==> config.mk <==
export PLATFORM = sky130hd
export DESIGN_NAME = desired_drive_pipe
export DESIGN_NICKNAME = d
export VERILOG_FILES = /design/src/rtl/desired_drive_pipe.sv
export SDC_FILE = /design/constraint.sdc
export NUM_CORES = 1
export LEC_CHECK = 0
export CAP_MARGIN = 0
export CELL_PAD_IN_SITES_DETAIL_PLACEMENT = 0
export CELL_PAD_IN_SITES_GLOBAL_PLACEMENT = 1
export CORE_MARGIN = 1
export CORE_UTILIZATION = 46
export CTS_BUF_LIST = sky130_fd_sc_hd__clkbuf_4
export CTS_CLUSTER_DIAMETER = 50
export DETAILED_ROUTE_END_ITERATION = 10
export PLACE_DENSITY = 0.79
export SLEW_MARGIN = 10
export SYNTH_ARGS = -nofsm -noshare
export SYNTH_HDL_FRONTEND = slang
export SYNTH_SLANG_ARGS = --single-unit
==> constraint.sdc <==
create_clock -name clk -period 5 [get_ports clk]
set_input_delay 1 -clock clk [delete_from_list [all_inputs] [get_ports clk]]
set_output_delay 1 -clock clk [all_outputs]
set_load 0.02 [all_outputs]
==> src/rtl/desired_drive_pipe.sv <==
// Assist target-current pipeline: offset-removed torque x cadence x incline x scale,
// five registered stages with an optional per-sample slew limiter on the output.
module desired_drive_pipe #(
    parameter int unsigned TORQ_W     = 12,
    parameter int unsigned TORQUE_MIN = 'h380,
    parameter int unsigned INC_W      = 13,
    parameter int unsigned CUR_W      = 12,
    parameter int unsigned SHIFT      = 15,
    parameter int unsigned SLEW_STEP  = 16
) (
    input  logic              clk,
    input  logic              rst_n,
    input  logic              in_vld,
    input  logic [TORQ_W-1:0] avg_torque,
    input  logic [4:0]        cadence,
    input  logic              not_pedaling,
    input  logic [INC_W-1:0]  incline,
    input  logic [2:0]        scale,
    input  logic              slew_en,
    output logic [CUR_W-1:0]  target_curr,
    output logic              out_vld
);

    localparam int unsigned P1_W   = TORQ_W + 6;
    localparam int unsigned P2_W   = TORQ_W + 15;
    localparam int unsigned PROD_W = TORQ_W + 18;
    localparam logic signed [CUR_W:0] STEP = (CUR_W+1)'(SLEW_STEP);

    logic [TORQ_W-1:0] torque_pos_c;
    logic [5:0]        cad_factor_c;
    logic [INC_W:0]    inc_off_c;
    logic [8:0]        inc_lim_c;

    logic              v0, v1, v2, v3;
    logic [TORQ_W-1:0] s0_torque;
    logic [5:0]        s0_cad;
    logic [8:0]        s0_inc, s1_inc;
    logic [2:0]        s0_scale, s1_scale, s2_scale;
    logic              s0_np, s1_np, s2_np;
    logic [P1_W-1:0]   s1_prod;
    logic [P2_W-1:0]   s2_prod;
    logic [CUR_W-1:0]  s3_raw;

    logic [PROD_W-1:0]       prod3_c;
    logic [CUR_W-1:0]        raw_c;
    logic signed [CUR_W:0]   diff_c;
    logic [CUR_W-1:0]        next_curr_c;

    always_comb begin
        torque_pos_c = '0;
        if (avg_torque > TORQ_W'(TORQUE_MIN))
            torque_pos_c = avg_torque - TORQ_W'(TORQUE_MIN);

        cad_factor_c = '0;
        if (cadence > 5'd1)
            cad_factor_c = {1'b0, cadence} + 6'd32;

        // Saturating to 10b then adding 256 and clipping to 0..511 collapses to one clip.
        inc_off_c = {incline[INC_W-1], incline} + (INC_W+1)'(256);
        if (inc_off_c[INC_W])
            inc_lim_c = '0;
        else if (inc_off_c[INC_W-1:0] > INC_W'(511))
            inc_lim_c = '1;
        else
            inc_lim_c = inc_off_c[8:0];
    end

    always_comb begin
        prod3_c = '0;
        if (!s2_np)
            prod3_c = PROD_W'(s2_prod) * PROD_W'(s2_scale);
        if (|prod3_c[PROD_W-1:SHIFT+CUR_W])
            raw_c = '1;
        else
            raw_c = prod3_c[SHIFT+CUR_W-1:SHIFT];
    end

    always_comb begin
        diff_c      = $signed({1'b0, s3_raw}) - $signed({1'b0, target_curr});
        next_curr_c = s3_raw;
        if (slew_en && (diff_c > STEP))
            next_curr_c = target_curr + CUR_W'(SLEW_STEP);
        else if (slew_en && (diff_c < -STEP))
            next_curr_c = target_curr - CUR_W'(SLEW_STEP);
    end

    always_ff @(posedge clk or negedge rst_n) begin
        if (!rst_n) begin
            v0          <= 1'b0;
            v1          <= 1'b0;
            v2          <= 1'b0;
            v3          <= 1'b0;
            out_vld     <= 1'b0;
            target_curr <= '0;
            s0_torque   <= '0;
            s0_cad      <= '0;
            s0_inc      <= '0;
            s1_inc      <= '0;
            s0_scale    <= '0;
            s1_scale    <= '0;
            s2_scale    <= '0;
            s0_np       <= 1'b0;
            s1_np       <= 1'b0;
            s2_np       <= 1'b0;
            s1_prod     <= '0;
            s2_prod     <= '0;
            s3_raw      <= '0;
        end else begin
            v0      <= in_vld;
            v1      <= v0;
            v2      <= v1;
            v3      <= v2;
            out_vld <= v3;
            if (in_vld) begin
                s0_torque <= torque_pos_c;
                s0_cad    <= cad_factor_c;
                s0_inc    <= inc_lim_c;
                s0_scale  <= scale;
                s0_np     <= not_pedaling;
            end
            if (v0) begin
                s1_prod  <= P1_W'(s0_torque) * P1_W'(s0_cad);
                s1_inc   <= s0_inc;
                s1_scale <= s0_scale;
                s1_np    <= s0_np;
            end
            if (v1) begin
                s2_prod  <= P2_W'(s1_prod) * P2_W'(s1_inc);
                s2_scale <= s1_scale;
                s2_np    <= s1_np;
            end
            if (v2)
                s3_raw <= raw_c;
            if (v3)
                target_curr <= next_curr_c;
        end
    end

endmodule
==> reports/qor.txt <==
Vias/cell = 5.21
RR Startpoint = s1_inc[3]
Setup crit end kind = register
Max Transition Viols Final = 0
Min-Delay Path Class = input port to asynchronous set/reset pin
TritonCTS clock tree = yes
Area Growth Syn to Fin = 15.4%
first-pass GRT wire length = 54.6 mm
Synthesized Nets = 1,970
Multi-input gate area = 0.0107 mm2
Warnings, synthesis = 0
CP delay by family, top = adder cells
unrepaired setup endpoints after global routing = yes
Initial DRC Count = 429
slowest stage delay, CP = 0.55 ns
number of CTS-inserted buffers = 17
filler instances = 2,877
via count = 11,287
fmax = 0.205 GHz
share of synthesized registers carrying an async set or reset = 100%
final core occ = 54.0%
Routed Antenna Nets = 0
synthesized-area fraction occupied by adder cells = 34.3%
Synth Area in Simple Gates = 17.1%
initial antenna violation count = 1
largest family of logic cells by synthesized area = adder cells
critical setup path kind = register to register
CP required = 5.48 ns
sequential area share after synthesis = 20.6%
Global Route Usage Sum = 20.2%
cts hold-fix bufs = 0
Post-Syn Area per Cell = 9.04 um2
Post-DP HPWL = 25.5 mm
number of synthesized flops with an enable pin = 0
reg2reg setup slack = 0.12 ns
DR pass1 iterations = 4
period utilization = 97.5%
grt ovf = 0
H-tree depth = 4
Max FO, Critical Path = 5
Synth Area in XOR/XNOR = 2.84%
Post-Syn Area = 0.0148 mm2
commonest non-fill, non-tap cells in the layout = 285 x inv_1, 236 x nand2_1, 170 x fa_1
initial core utilization = 46.9%
crit path cell chain = buf_6, and2_1, fa_2, fa_2, fa_1, inv_1, fa_1, inv_1, ha_2, a21oi_2, and2_4, nand4b_1, a211oi_4, o31ai_4, a211oi_4, buf_4, nor4b_1, a211o_1
critical path data arrival time = 5.35 ns
io pins = 51
register area = 0.00307 mm2
final hold vios = 0
reg2reg end = s2_prod[26]
multiplexer share of the synthesized area = 4.81%
post-place setup slack = -0.211 ns
die height = 181 um
Root Buffer = clkbuf_4
clock tree buffer depth = 2
fin nets = 2,086
Die X = 181 um
status = finished clean
Final min period = 4.88 ns
Reg2Reg Depth = 18
Final WS setup = 0.124 ns
drt drc = 0
clk_skew = 0.0277 ns
worst path buffer plus inverter count = 4
synthesized flop and latch total = 122
commonest non-fill, non-tap cell in the layout = inv_1
Synth Instances = 1,635
pin count of the biggest net entering global routing = 58
worst slew pin tran = 0.984 ns
# rows = 65
Core ar. = 0.0316 mm2
Reg clk slew, reported paths = 0.12 ns
total of max-cap violations = 0
Slew headroom = 34.4%
compound-gate portion of the synthesized area = 11.2%
CTS Sinks = 122
Detailed Route WL = 31.7 mm
vias in the first global route = 11,698
Cell variety after synth = 79
Die ar. = 0.0329 mm2
GP Congestion = 0.827
DR WL/cell = 14.6 um
Clk Latency, worst-skew pair = 0.58 ns
I/O Buffers = 50
layout cells sized above 1 = 16.6%
CP Launch Type = register
final setup fails = 0
Critical Path Stages = 18
Critical-path top delay cell = fa_2
ys flop type = dfrtp_1
worst reg2reg max path, stage by stage (launching register included):
cell and delay [ns]:
dfrtp_2 0.49, buf_6 0.16, and2_1 0.17, fa_2 0.55
fa_2 0.45, fa_1 0.49, inv_1 0.05, fa_1 0.47
inv_1 0.04, ha_2 0.18, a21oi_2 0.16, and2_4 0.17
nand4b_1 0.19, a211oi_4 0.35, o31ai_4 0.11, a211oi_4 0.33
buf_4 0.17, nor4b_1 0.04, a211o_1 0.22
cell families (layout without fill, tap and decap cells):
| logic type | Yosys count | after routing |
|---|---|---|
| AND/OR/NAND/NOR | 518 | 518 |
| flip-flops | 122 | 122 |
| other | 0 | 1 |
| adder cells (fa/ha/maj) | 297 | 297 |
| multiplexers | 63 | 63 |
| AO/OA/AOI/OAI | 230 | 230 |
| buffers and inverters | 357 | 486 |
| XOR/XNOR | 48 | 48 |
cell type report:
type / count / share of cell area [%]
clock buffers: 17 / 0.748
inverters: 293 / 6.45
well taps: 402 / 2.95
clock inverters: 15 / 1.12
diodes: 1 / 0.0147
repair buffers: 161 / 8.11
flip-flops and latches: 122 / 18.0
multi-input cells: 1156 / 62.6
through the flow:
stage | instances | instance area, um2 | hold slack [ns] | setup TNS (ns)
after floorplan | 1635 | 14800 | 0.349 | 0
after global placement | 2103 | 16100 | 0.484 | -0.507
after detailed placement | 2103 | 16100 | 0.499 | -0.632
after CTS | 2148 | 16600 | 0.469 | 0
after global routing | 2167 | 17100 | 0.516 | -0.174
final | 2167 | 17100 | 0.484 | 0
Yosys cell counts, drive strengths merged (7+ instances only):
library cell | number | area, um2
and2 | 114 | 713
clkbuf | 55 | 206
inv | 291 | 1090
a2bb2oi | 9 | 78.8
ha | 117 | 1460
dfrtp | 122 | 3050
a21oi | 48 | 240
o21a | 10 | 75.1
a21o | 22 | 165
nor2 | 45 | 169
fa | 180 | 3600
nand3 | 18 | 90.1
a31oi | 10 | 62.6
nand2 | 241 | 905
nand4 | 12 | 75.1
o221ai | 9 | 78.8
xor2 | 16 | 140
nor3 | 16 | 80.1
o21ai | 34 | 170
nor2b | 9 | 56.3
and3 | 11 | 73.8
a211oi | 12 | 108
xnor2 | 32 | 280
buf | 9 | 50.0
or2 | 7 | 43.8
mux2 | 55 | 631
mux2i | 8 | 80.1
nor4 | 8 | 50.1
nand2b | 16 | 100
o22ai | 15 | 100
layer usage:
metal	share of wire, %	track usage (%)
met1	44	24.6
met3	2.2	2.54
met2	52	37.2
met4	1.6	5.46
met5	0	0
flip-flops by register name (all words and copies together) (netlist names), 3 cells and up:
name / cells
s2_scale: 3
s1_inc: 9
s1_scale: 3
s0_torque: 12
s2_prod: 27
s1_prod: 18
s0_cad: 6
s0_inc: 9
target_curr: 12
s0_scale: 3
s3_raw: 12
repair_timing:
action	4_1_cts	5_1_grt
pin swaps	14	54
endpoints found under the setup margin	5	11
buffers inserted	14	19
resized for setup	34	71
worst max path at each step:
| stage | start | end | slack, ns |
|---|---|---|---|
| global route | s1_prod[4] | s2_prod[26] | -0.06 |
| floorplan | s1_inc[2] | s2_prod[24] | 0.001 |
| detailed placement | s1_inc[4] | s2_prod[24] | -0.21 |
| CTS | s1_inc[5] | s2_prod[26] | 0.004 |
| global placement | s1_inc[4] | s2_prod[24] | -0.19 |
| finish | s1_inc[3] | s2_prod[26] | 0.12 |
Power is not shown: default switching activity piles up to over one toggle a cycle in this logic, so the estimate is an artifact.
